<file path="src/rtl/dffram_obi_bridge.sv">
`default_nettype none
// +----------------------------------------------------------------------------+
// | dffram_obi_bridge: arbitrates Ibex instr/data OBI ports onto one DFFRAM.   |
// | Revision: 1.0                                                              |
// +----------------------------------------------------------------------------+
module dffram_obi_bridge #(
  parameter int          ADDR_W    = 12,
  parameter logic [31:0] BASE_ADDR = 32'h0000_0000
) (
  input  logic              CLK,
  input  logic              RST,
  input  logic              instr_req_i,
  input  logic [31:0]       instr_addr_i,
  output logic              instr_gnt_o,
  output logic              instr_rvalid_o,
  output logic [31:0]       instr_rdata_o,
  output logic              instr_err_o,
  input  logic              data_req_i,
  input  logic              data_we_i,
  input  logic [3:0]        data_be_i,
  input  logic [31:0]       data_addr_i,
  input  logic [31:0]       data_wdata_i,
  output logic              data_gnt_o,
  output logic              data_rvalid_o,
  output logic [31:0]       data_rdata_o,
  output logic              data_err_o,
  output logic              ram_en_o,
  output logic [3:0]        ram_we_o,
  output logic [31:0]       ram_di_o,
  output logic [ADDR_W-1:0] ram_a_o,
  input  logic [31:0]       ram_do_i
);

  logic instr_hit, data_hit, conflict;
  logic last_q;
  logic instr_rvalid_q, instr_err_q, instr_rd_q;
  logic data_rvalid_q, data_err_q, data_rd_q;
  logic unused_addr_lsbs;

  assign unused_addr_lsbs = ^{instr_addr_i[1:0], data_addr_i[1:0]};

  assign instr_hit = (instr_addr_i[31:ADDR_W+2] == BASE_ADDR[31:ADDR_W+2]);
  assign data_hit  = (data_addr_i[31:ADDR_W+2]  == BASE_ADDR[31:ADDR_W+2]);
  assign conflict  = instr_req_i & data_req_i;

  // last_q names the port granted at the previous conflict; the other one wins now
  assign data_gnt_o  = data_req_i  & (~instr_req_i | ~last_q);
  assign instr_gnt_o = instr_req_i & (~data_req_i  |  last_q);

  always_comb begin
    ram_a_o  = data_addr_i[ADDR_W+1:2];
    ram_di_o = data_wdata_i;
    ram_en_o = 1'b0;
    ram_we_o = 4'b0000;
    if (instr_gnt_o) begin
      ram_a_o  = instr_addr_i[ADDR_W+1:2];
      ram_en_o = instr_hit;
    end else if (data_gnt_o) begin
      ram_en_o = data_hit;
      ram_we_o = (data_hit & data_we_i) ? data_be_i : 4'b0000;
    end
  end

  always_ff @(posedge CLK or posedge RST) begin
    if (RST) begin
      last_q         <= 1'b0;
      instr_rvalid_q <= 1'b0;
      instr_err_q    <= 1'b0;
      instr_rd_q     <= 1'b0;
      data_rvalid_q  <= 1'b0;
      data_err_q     <= 1'b0;
      data_rd_q      <= 1'b0;
    end else begin
      if (conflict) begin
        last_q <= data_gnt_o;
      end
      instr_rvalid_q <= instr_gnt_o;
      instr_err_q    <= instr_gnt_o & ~instr_hit;
      instr_rd_q     <= instr_gnt_o & instr_hit;
      data_rvalid_q  <= data_gnt_o;
      data_err_q     <= data_gnt_o & ~data_hit;
      data_rd_q      <= data_gnt_o & data_hit & ~data_we_i;
    end
  end

  // DO is only meaningful for the read that was granted last cycle
  assign instr_rvalid_o = instr_rvalid_q;
  assign instr_err_o    = instr_rvalid_q & instr_err_q;
  assign instr_rdata_o  = (instr_rvalid_q & instr_rd_q) ? ram_do_i : 32'h0;
  assign data_rvalid_o  = data_rvalid_q;
  assign data_err_o     = data_rvalid_q & data_err_q;
  assign data_rdata_o   = (data_rvalid_q & data_rd_q) ? ram_do_i : 32'h0;

endmodule
`default_nettype wire

</file>
<file path="config.mk">
export PLATFORM = sky130hd
export DESIGN_NAME = dffram_obi_bridge
export DESIGN_NICKNAME = d
export VERILOG_FILES = /design/src/rtl/dffram_obi_bridge.sv
export SDC_FILE = /design/constraint.sdc
export NUM_CORES = 1
export LEC_CHECK = 0
export BUFFER_PORTS_ARGS = -buffer_cell sky130_fd_sc_hd__buf_2
export CAP_MARGIN = 10
export CELL_PAD_IN_SITES_DETAIL_PLACEMENT = 1
export CELL_PAD_IN_SITES_GLOBAL_PLACEMENT = 2
export CORE_MARGIN = 4
export CORE_UTILIZATION = 10
export CTS_BUF_LIST = sky130_fd_sc_hd__clkbuf_16
export CTS_CLUSTER_DIAMETER = 80
export DETAILED_ROUTE_END_ITERATION = 12
export PLACE_DENSITY_LB_ADDON = 0.1
export REMOVE_ABC_BUFFERS = 1
export SLEW_MARGIN = 20
export SYNTH_ARGS = -nofsm -noshare
export SYNTH_HDL_FRONTEND = slang
export SYNTH_SLANG_ARGS = --single-unit
</file>
<file path="constraint.sdc">
create_clock -name CLK -period 2.9 [get_ports CLK]
set_clock_uncertainty 0.05 [all_clocks]
set_input_delay 0 -clock CLK [delete_from_list [all_inputs] [get_ports CLK]]
set_output_delay 0 -clock CLK [all_outputs]
set_load 0.05 [all_outputs]
</file>
After elaboration in Yosys (flattened, before gate mapping). Cells that the tools add are included.

Register bits: 7. Input port bits: 137. Output and inout port bits: 119. Word-level logic and storage cells: 38.

Multiplexer cells: 8. Bitwise gates (word level): 21. Reduce and logical (&&, ||, !) cells: 2.

Operator list (count): 2-to-1 mux 32 bit (2); zero test 18 bit (2); AND 1 bit (13); 2-to-1 mux 12 bit (1); 2-to-1 mux 4 bit (3); inverter 1 bit (6); 2-to-1 mux 1 bit (2); OR 1 bit (2).

Longest topological paths before layout.
Depth after elaboration: 5. Gate-level depth with buffers: 5. Depth with buffers taken out: 4.

Least setup slack after synthesis. No wires, ideal clock.

Kind: input to output. Start: input instr_addr_i[21]. End: output ram_en_o. Arrival: 1514 ps. Required time: 2850 ps. Path slack: 1336 ps. Stages: 4. Path buffers: 0. Cell sequence: or4_4 -> nor3_2 -> nand4_1 -> o21bai_1.

Cells in the longest elaborated chain, start to end: 2.

Ends and longest elaborated chain: start, declared (line 13) `input logic [31:0] instr_addr_i,`; zero test 18 bit (line 42) `assign instr_hit = (instr_addr_i[31:ADDR_W+2] == BASE_ADDR[31:ADDR_W+2]);`; 2-to-1 mux 1 bit (line 55) `if (instr_gnt_o) begin`; end, declared (line 27) `output logic ram_en_o,`.

No other way between the ends.

Final worst setup path.
Start: register last_q. End: output ram_a_o[3].

Cells in the longest elaborated chain, start to end: 3.

Ends and longest elaborated chain: start, declared (line 35) `logic last_q;`; start signal, assigned (line 75) `last_q <= data_gnt_o;`; OR 1 bit (line 48) `assign instr_gnt_o = instr_req_i & (~data_req_i | last_q);`; AND 1 bit (line 48); 2-to-1 mux 12 bit (line 55); end, declared (line 30) `output logic [ADDR_W-1:0] ram_a_o,`.

No other way between the ends.

==> impl_metrics.json <==
{
  "grtUsageTotal_pct": 11.1,
  "clockBufferDepth": 2,
  "start_util_pct": 10.2,
  "drt_first_pass_iters": 4,
  "ir_worst_vdd_uv": 127,
  "cp_max_fo": 15,
  "rrSetupSlack_ps": 1440,
  "htree_levels": 1,
  "drc": 0,
  "vias_per_cell": 4.00,
  "io_buffers": 187,
  "setup_tns_ps": 0,
  "max_freq_mhz": 523,
  "ys_ff_latch": 7,
  "overflow": 0,
  "rows": 40,
  "dp_hpwl_mm": 6.39,
  "min_period_over_period_pct": 65.9,
  "vias": 1963,
  "grt_max_degree": 35,
  "setup_viol": 0,
  "drive_above_1_share_pct": 57.8,
  "syn-cell-area_um2": 1230,
  "arrival_ps": 1860,
  "yosys_warnings": 0,
  "startpoint_type": "register",
  "clock_sinks": 7,
  "area_growth_pct": 102,
  "relSlewSlack_pct": 36.1,
  "wl_per_cell_um": 17.1,
  "mostFrequentLayoutCell": "buf_2",
  "layout.cells.non_filler": 491,
  "power_per_cell_area_nw_per_um2": 339,
  "fin_nets": 482,
  "status": "finished, final reports clean",
  "dpl.cell_count": 453,
  "grt_pass1_wl_mm": 12.5,
  "totalWireLength_mm": 8.41,
  "worst_hold_slack_ps": 6.04,
  "core_area_um2": 12000,
  "diodes": 0,
  "finalWeightedCongestion": 0.683,
  "die_x_um": 119,
  "hold_path_class": "primary input to register",
  "ys_seq_area_share_pct": 14.3,
  "syn_inst": 163,
  "cts_tree": "built",
  "final_max_slew_viol_count": 0,
  "avgSynthCellArea_um2": 7.54,
  "hold_viol_final": 0,
  "cts-root-buf": "clkbuf_16",
  "first_global_vias": 2140,
  "post_cts_buffers": 0,
  "rsz0062_at_grt": "false",
  "antenna_left": 0,
  "ios": 256,
  "synth.distinct_cells": 21,
  "critPathRequiredTime_ps": 2850,
  "die_area_um2": 14100,
  "cts_made_buffers": 3,
  "antenna_found_initial": 1,
  "die_y_um": 119,
  "layout_common_cells": "187 x buf_2, 68 x and3_1, 34 x dlygate4sd3_1, 12 x mux2_1, 7 x dfrtp_1",
  "clk_latency_ps": 230,
  "power.total_uw": 843,
  "path_class": "register to output port",
  "clk_pin_slew_worst_paths_ps": 40,
  "critPathCaptureType": "output port",
  "period_minus_slack_ps": 1910,
  "maxCapViolCount": 0,
  "worst_pin_slew_ps": 958,
  "leakage_nw": 1.65,
  "drt_iter0_drc": 51
}
registers in the layout, summed over array words and instances, names as in the netlist:
name	cells
data_rvalid_o	1
last_q	1
instr_err_q	1
instr_rvalid_o	1
data_rd_q	1
instr_rd_q	1
data_err_q	1
cell usage after synthesis:
library cell	number	area [um^2]
nand4_1	1	6.26
nor3_2	2	20.0
dfrtp_1	7	175
nor4_1	6	37.5
buf_2	1	5.00
nand3_1	1	5.00
nor4_4	1	21.3
inv_2	2	7.51
o21bai_1	1	7.51
or4_4	1	11.3
and3_1	68	425
nor4_2	1	12.5
mux2_1	12	135
nor2_1	4	15.0
inv_1	2	7.51
buf_4	32	240
clkbuf_1	12	45.0
nand2_1	4	15.0
and2_1	3	18.8
xnor2_1	1	8.76
o21ai_2	1	8.76
report_power, final:
part           total (mW)  internal, mW  switching (mW)
Clock               0.226         0.179          0.0473
Sequential          0.147         0.115          0.0318
Combinational       0.471         0.141           0.330
what timing repair did:
| action | 4_1_cts | 5_1_grt |
|---|---|---|
| gates resized for setup | 0 | 0 |
| endpoints found under the hold margin | 40 | 0 |
| hold buffers | 34 | 0 |
cell families after synthesis:
| family | Yosys count | share of synthesized area (%) |
|---|---|---|
| flip-flops | 7 | 14.3 |
| XOR/XNOR | 1 | 0.713 |
| AND/OR/NAND/NOR | 92 | 47.9 |
| multiplexers | 12 | 11.0 |
| buffers and inverters | 49 | 24.8 |
| AO/OA/AOI/OAI | 2 | 1.32 |
routing by layer:
layer | global-route usage, % | vias to the layer above | part of all wire [%]
met1 | 13.7 | 900 | 42
met4 | 1.81 | 2 | 0.59
li1 | - | 907 | -
met3 | 4.75 | 8 | 12
met2 | 18.3 | 146 | 46
met5 | 0 | - | 0.15
through the flow:
| step | setup WS [ps] | instance area [um^2] | util, % |
|---|---|---|---|
| final | 988 | 2480 | 20.7 |
| after global routing | 875 | 2480 | 20.7 |
| after CTS | 951 | 2480 | 20.7 |
| after detailed placement | 1200 | 2070 | 17.2 |
| after global placement | 1170 | 2070 | 17.2 |
| after floorplan | 1340 | 938 | - |
cell type report:
class / instances / area, um^2
well taps: 147 / 184
clock inverters: 1 / 3.75
repair buffers: 222 / 1280
inverters: 4 / 15.0
clock buffers: 3 / 75.1
multi-input cells: 107 / 748
fillers: 1506 / 9530
flip-flops and latches: 7 / 175
critical path: stages (launching register included):
cell and delay (ps):
dfrtp_1 410, o21ai_2 630, mux2_1 380, buf_2 210
final timing paths:
| path | cells after the start | to | from |
|---|---|---|---|
| worst max-delay path | 3 | ram_a_o[3] | last_q |
| worst min-delay path | 3 | last_q | instr_req_i |
| worst max register to register | 3 | instr_err_q | last_q |
| worst min register to register | 1 | last_q | last_q |
| max in group asynchronous | 3 | data_rd_q | RST |
| min in group asynchronous | 3 | data_rvalid_o | RST |
No activity file was read; power rests on OpenSTA's default activity.
